$ cat src/rtl/tmr_irq_arbiter.sv
// Interrupt arbiter for the dual 8-bit timer: latches twelve timer interrupt edges as pending events,
// masks them, and presents one fixed-priority vector at a time over a request/acknowledge handshake.
module tmr_irq_arbiter #(
    parameter int NUM_SRC   = 12,
    parameter int VEC_WIDTH = 4
) (
    input  logic                 clk,
    input  logic                 rst,
    input  logic [NUM_SRC-1:0]   irq_src,
    input  logic                 irq_en_we,
    input  logic [NUM_SRC-1:0]   irq_en_wdata,
    input  logic [NUM_SRC-1:0]   pend_clr,
    input  logic                 irq_ack,
    output logic                 irq_req,
    output logic [VEC_WIDTH-1:0] irq_vec,
    output logic [NUM_SRC-1:0]   pending,
    output logic [NUM_SRC-1:0]   overrun,
    output logic [NUM_SRC-1:0]   irq_en,
    output logic [1:0]           dbg_state
);

    // Handshake: irq_req/irq_vec are held stable while in REQ; an acknowledge is
    // taken only when irq_ack is sampled high in a cycle where irq_req is high.
    typedef enum logic [1:0] {
        ST_IDLE = 2'd0,
        ST_REQ  = 2'd1,
        ST_GAP  = 2'd2
    } state_t;

    state_t                 r_state;
    state_t                 w_state_nxt;
    logic [NUM_SRC-1:0]     r_src_q;
    logic [NUM_SRC-1:0]     r_pending;
    logic [NUM_SRC-1:0]     r_overrun;
    logic [NUM_SRC-1:0]     r_en;
    logic [VEC_WIDTH-1:0]   r_vec;
    logic                   r_req;

    logic [NUM_SRC-1:0]     w_event;
    logic [NUM_SRC-1:0]     w_eligible;
    logic [NUM_SRC-1:0]     w_ack_mask;
    logic [NUM_SRC-1:0]     w_pending_nxt;
    logic [NUM_SRC-1:0]     w_overrun_nxt;
    logic [VEC_WIDTH-1:0]   w_win;
    logic [VEC_WIDTH-1:0]   w_vec_nxt;
    logic                   w_ack_fire;

    // Sampled even during reset so a source already high at release is not an edge.
    always_ff @(posedge clk) begin
        r_src_q <= irq_src;
    end

    assign w_event    = irq_src & ~r_src_q;
    assign w_eligible = r_pending & r_en;
    assign w_ack_fire = (r_state == ST_REQ) && irq_ack;
    assign w_ack_mask = w_ack_fire ? (NUM_SRC'(1) << r_vec) : '0;

    // A new event beats any clear on the same bit and then does not count as lost.
    assign w_pending_nxt = (r_pending & ~pend_clr & ~w_ack_mask) | w_event;
    assign w_overrun_nxt = (r_overrun & ~pend_clr)
                         | (w_event & r_pending & ~pend_clr & ~w_ack_mask);

    always_comb begin
        w_win = '0;
        for (int i = NUM_SRC - 1; i >= 0; i--) begin
            if (w_eligible[i]) begin
                w_win = VEC_WIDTH'(i);
            end
        end
    end

    always_comb begin
        w_state_nxt = r_state;
        w_vec_nxt   = r_vec;
        case (r_state)
            ST_IDLE: begin
                if (|w_eligible) begin
                    w_vec_nxt   = w_win;
                    w_state_nxt = ST_REQ;
                end
            end
            ST_REQ: begin
                if (irq_ack) begin
                    w_state_nxt = ST_GAP;
                end else if (!w_eligible[r_vec]) begin
                    w_state_nxt = ST_IDLE;
                end
            end
            ST_GAP: begin
                w_state_nxt = ST_IDLE;
            end
            default: begin
                w_state_nxt = ST_IDLE;
            end
        endcase
    end

    always_ff @(posedge clk) begin
        if (rst) begin
            r_state   <= ST_IDLE;
            r_vec     <= '0;
            r_req     <= 1'b0;
            r_pending <= '0;
            r_overrun <= '0;
            r_en      <= '0;
        end else begin
            r_state   <= w_state_nxt;
            r_vec     <= w_vec_nxt;
            r_req     <= (w_state_nxt == ST_REQ);
            r_pending <= w_pending_nxt;
            r_overrun <= w_overrun_nxt;
            if (irq_en_we) begin
                r_en <= irq_en_wdata;
            end
        end
    end

    assign irq_req   = r_req;
    assign irq_vec   = r_vec;
    assign pending   = r_pending;
    assign overrun   = r_overrun;
    assign irq_en    = r_en;
    assign dbg_state = r_state;

endmodule

$ cat config.mk
export PLATFORM = sky130hd
export DESIGN_NAME = tmr_irq_arbiter
export DESIGN_NICKNAME = d
export VERILOG_FILES = /design/src/rtl/tmr_irq_arbiter.sv
export SDC_FILE = /design/constraint.sdc
export NUM_CORES = 1
export LEC_CHECK = 0
export ABC_AREA = 1
export BUFFER_PORTS_ARGS = -buffer_cell sky130_fd_sc_hd__buf_2
export CAP_MARGIN = 20
export CORE_MARGIN = 2
export CORE_UTILIZATION = 52
export CTS_CLUSTER_SIZE = 20
export DETAILED_ROUTE_END_ITERATION = 16
export PLACE_DENSITY_LB_ADDON = 0.3
export SLEW_MARGIN = 40
export SYNTH_ARGS = -nofsm -noshare
export SYNTH_HDL_FRONTEND = slang
export SYNTH_SLANG_ARGS = --single-unit
$ cat constraint.sdc
create_clock -name clk -period 2.2 [get_ports clk]
set_input_delay 0 -clock clk [delete_from_list [all_inputs] [get_ports clk]]
set_output_delay 0 -clock clk [all_outputs]
set_load 0.02 [all_outputs]
-- After elaboration in Yosys (flattened, before gate mapping)
Index checks and enable logic that the tools add are counted.
- register bits after elaboration: 55
- bits in latches: 0
- bits in writable memories: 0
- ROM bits: 0
- logic and storage cells: 47
- memories: 0
- add/subtract/negate cells: 0
- multiply operators: 0
- div/mod/pow operators: 0
- magnitude comparators: 1
- equality and inequality tests: 2
- shift-type cells: 1
- mux-type cells: 19
- bitwise operators: 13
- reductions and logical operators: 4
- operator list (cell ; count):
    $and 12x12->12 ; 8
    $mux 4 ; 12
    $not 12->12 ; 3
    $or 12x12->12 ; 2
    $mux 12 ; 1
    $reduce_or 12->1 ; 1
    $shl 1x4->12 const A ; 1
    $mux 2 ; 3
    $lt 4x5->1 const B ; 1
    $bmux 1 s4 ; 1
    $eq 2x1->1 const B ; 2
    $pmux 2 s2 ; 1
    $logic_not 2->1 ; 1
    $reduce_and 2->1 ; 1
    $logic_and 1x1->1 ; 1
    $mux 1 ; 1

-- Depth between registers and ports, before layout
- depth in word-level cells: 13
- depth in mapped cells: 14

-- Least setup slack after synthesis
Ideal clock, no wire load.
- path kind: reg2reg
- from: register r_vec[2] (netlist: irq_vec[2])
- to: register r_pending[4] (netlist: pending[4])
- arrival time: 1218 ps
- path slack: 854 ps
- cell stages (with the launch flop): 7
- path buffers: 0
- clock period less this slack: 1346 ps
- cells stage by stage: dfxtp_1 > inv_2 > nor2_2 > inv_2 > o311a_1 > a21oi_2 > nor2_1
- longest elaborated chain between the ends: 5
- ends and longest elaborated chain (element ; RTL line ; RTL):
    start, declared ; 36 ; logic [VEC_WIDTH-1:0] r_vec;
    start signal, assigned ; 108 ; r_vec <= w_vec_nxt;
    $shl 1x4->12 ; 56 ; assign w_ack_mask = w_ack_fire ? (NUM_SRC'(1) << r_vec) : '0;
    $mux 12 ; 56 ;
    $not 12->12 ; 59 ; assign w_pending_nxt = (r_pending & ~pend_clr & ~w_ack_mask) | w_event;
    $and 12x12->12 ; 59 ;
    $or 12x12->12 ; 59 ;
    end signal, assigned ; 110 ; r_pending <= w_pending_nxt;
    end, declared ; 33 ; logic [NUM_SRC-1:0] r_pending;
No other way between the ends.
A chain may end at the register's enable or synchronous reset.

-- Worst setup path after layout
- from: register r_state[0] (netlist: dbg_state[0])
- to: register r_pending[3] (netlist: pending[3])
- longest elaborated chain between the ends: 6
- ends and longest elaborated chain (element ; RTL line ; RTL):
    start, declared ; 30 ; state_t r_state;
    start signal, assigned ; 107 ; r_state <= w_state_nxt;
    $eq 2x1->1 ; 55 ; assign w_ack_fire = (r_state == ST_REQ) && irq_ack;
    $logic_and 1x1->1 ; 55 ;
    $mux 12 ; 56 ;
    $not 12->12 ; 59 ;
    $and 12x12->12 ; 59 ;
    $or 12x12->12 ; 59 ;
No other way between the ends.

==> flow_summary.json <==
{
  "detail-route-antenna-nets": 0,
  "rrSetupSlack_ns": 0.80,
  "via_per_inst": 5.12,
  "synth_edf_count": 0,
  "hpwl_um": 4160,
  "die_y_um": 68.5,
  "clkSinkCount": 55,
  "finalSetupViolations": 0,
  "synth.distinct_cells": 22,
  "r2r_start": "dbg_state[0]$_SDFF_PP0_",
  "drc_errors": 0,
  "ys.flop_type": "dfxtp_1",
  "critPathLaunch": "dbg_state[0]$_SDFF_PP0_",
  "peakVddDrop_v": 0.000534,
  "grt.busiest_layer": "met2",
  "instances_no_fill": 463,
  "num_rows": 23,
  "grt_max_degree": 27,
  "syn2layout_area_growth_pct": 43.0,
  "cts.htree.levels": 2,
  "drt_wl_total_um": 6050,
  "diodes": 0,
  "cts_tree": "built",
  "synth_fp_nets": 331,
  "ioPinCount": 83,
  "p_clk_share_pct": 29.5,
  "async_flop_share_pct": 0,
  "finalCritPeriodShare_pct": 63.7,
  "fmax_mhz": 713,
  "pwr-share-comb_pct": 17.6,
  "yosysSeqAreaShare_pct": 51.0,
  "yosys_warnings": 0,
  "finalSetupTns_ns": 0,
  "maxSlewHeadroom_pct": 72.8,
  "tightest_slew_ns": 0.408,
  "arrival_ns": 1.60,
  "dp.cells": 419,
  "net-switching-power_uw": 574,
  "slew_violations": 0,
  "firstDrtPassIters": 4,
  "root_buffer": "clkbuf_8",
  "post_cts_buffers": 0,
  "clkLatencyLatePin_ns": 0.31,
  "fp.dieW_um": 68.5,
  "worstSetupEndpointType": "register",
  "clk_pin_slew_ns": 0.10,
  "rsz0062_at_grt": "false",
  "synth_top_cell_by_area": "dfxtp_1",
  "synthMostInstantiatedCell": "nand2_1",
  "grt_pass1_wl_um": 9500,
  "place.gp.congestion": 0.941,
  "synth_seq_cells": 55,
  "critical_path.cell_chain": "inv_1 -> nor2_1 -> nand2_1 -> nor2_1 -> nand2_1 -> nand4_1 -> o21ai_0",
  "clock_skew_ns": 0.00963,
  "dieArea_um2": 4690,
  "critical_path_required_ns": 2.40,
  "r2r_cells": 7,
  "p_leak_nw": 1.57,
  "grt_use_total_pct": 27.6,
  "p_per_area_nw_per_um2": 667,
  "finalHoldViolCount": 0,
  "p_seq_share_pct": 52.8,
  "drt_iter0_drc": 191,
  "start_util_pct": 54.0,
  "synth_top_area_share_pct": 51.0,
  "core_um2": 4000,
  "place_ws_ns": 0.821,
  "power.internal_mw": 1.49,
  "grt_antenna_before_repair": 0,
  "cap_viol_max_count": 0,
  "swShare_pct": 27.9,
  "min_period_ns": 1.40,
  "drive_gt1_share_pct": 25.2,
  "hp-class": "in2reg",
  "cts_buffer_depth": 2,
  "cpPeakStageDelay_ns": 0.36,
  "use_met1_pct": 32.6,
  "crit_type": "reg2reg",
  "cp-endpoint": "pending[3]$_SDFF_PP0_",
  "vias": 2369,
  "wl_per_cell_um": 13.1,
  "crit_fanout": 7,
  "crit_slowest_cell": "dfxtp_1",
  "synthTopCellsByArea": "dfxtp_1 (51%), nand2_1 (12%), nor2_1 (7.1%), o21ai_0 (6.7%), inv_1 (6.1%)",
  "portBuffers": 82,
  "finalNetCount": 452,
  "cts_buffers": 5,
  "setup_ws_ns": 0.798,
  "cp-start-kind": "register",
  "yosys-top-cells-count": "nand2_1 (68), dfxtp_1 (55), nor2_1 (41)",
  "synthCells": 291,
  "grtUsageMet2_pct": 47.8,
  "power_mw": 2.06,
  "status": "completed",
  "grt_pass1_vias": 2103,
  "grt_overflow": 0,
  "r2r-end": "pending[3]$_SDFF_PP0_",
  "syn-cell-area_um2": 2160,
  "syn_avg_cell_area_um2": 7.43,
  "grt_util_met3_pct": 6.74
}
flip-flops by register name (all words and copies together) (netlist names):
register   count
dbg_state      2
irq_en        12
irq_req        1
irq_vec        4
overrun       12
pending       12
r_src_q       12
cell families (layout without fill, tap and decap cells):
| kind of cell | Yosys count | after routing | synth area share [%] |
|---|---|---|---|
| flops | 55 | 55 | 51.0 |
| simple gates | 138 | 138 | 26.6 |
| buf+inv | 45 | 167 | 7.87 |
| compound gates | 53 | 53 | 14.6 |
power groups by stage:
stage	registers [mW]	clock network [mW]	logic, mW
finish	1.09	0.608	0.363
global route	1.09	0.654	0.402
CTS	1.09	0.619	0.358
detailed placement	1.11	0	0.308
global placement	1.11	0	0.304
floorplan	1.15	0	0.141
metrics by stage:
stage,hold slack (ns),area (um2),util (%)
6_report,0.0273,3090,77.2
3_3_place_gp,0.118,2630,65.6
5_1_grt,0.0606,3090,77.2
2_1_floorplan,0.0277,2160,-
4_1_cts,0.0366,3090,77.2
3_5_place_dp,0.117,2630,65.6
cell type report:
class                   instances  area [um2]
well taps                      50        62.6
repair buffers                120         786
fillers                       301         911
multi-input cells             191         890
clock buffers                   7        96.3
inverters                      39         146
flip-flops and latches         55        1100
clock inverters                 1        7.51
timing repair:
| action | 4_1_cts | 5_1_grt |
|---|---|---|
| hold buffers | 36 | 0 |
| gates resized for setup | 0 | 0 |
| hold endpoints to repair | 48 | 0 |
worst min path at each step:
stage | end | cells after the start | slack [ns] | from
2_1_floorplan | r_src_q[0]$_DFF_P_ | 0 | 0.03 | irq_src[0]
3_3_place_gp | r_src_q[11]$_DFF_P_ | 1 | 0.12 | irq_src[11]
3_5_place_dp | r_src_q[0]$_DFF_P_ | 1 | 0.12 | irq_src[0]
4_1_cts | dbg_state[0]$_SDFF_PP0_ | 4 | 0.04 | irq_ack
5_1_grt | overrun[11]$_SDFF_PP0_ | 4 | 0.06 | rst
6_report | overrun[11]$_SDFF_PP0_ | 4 | 0.03 | rst
worst max-delay path, delay by kind of cell (launching register included):
kind | cells | cell delay (ns)
compound gates | 1 | 0.09
buf+inv | 1 | 0.06
flops | 1 | 0.36
simple gates | 5 | 0.78
layout by cell type (no fill, tap or decap):
cell type,synthesis,final
a21oi_2,6,6
o22ai_1,3,3
nor2_1,41,41
o211ai_1,1,1
inv_1,35,35
buf_4,0,2
inv_2,3,3
nand3_1,13,13
buf_2,1,82
dfxtp_1,55,55
clkbuf_8,0,7
nand2_1,68,68
o311a_1,4,4
o21ai_1,1,1
nand3b_1,1,1
a21oi_1,8,8
o21ai_0,29,29
nor2_2,1,1
clkinv_1,1,1
nand2_2,2,2
nand4_1,11,11
clkinvlp_4,0,1
a31oi_1,1,1
nor3_1,1,1
dlygate4sd3_1,0,36
metal layers:
metal / share of wire, % / up-vias
met5: 0 / -
met4: 2.2 / 0
met1: 41 / 1067
met3: 7.4 / 11
li1: - / 1180
met2: 49 / 111
Power figures use the tool's default switching activity.
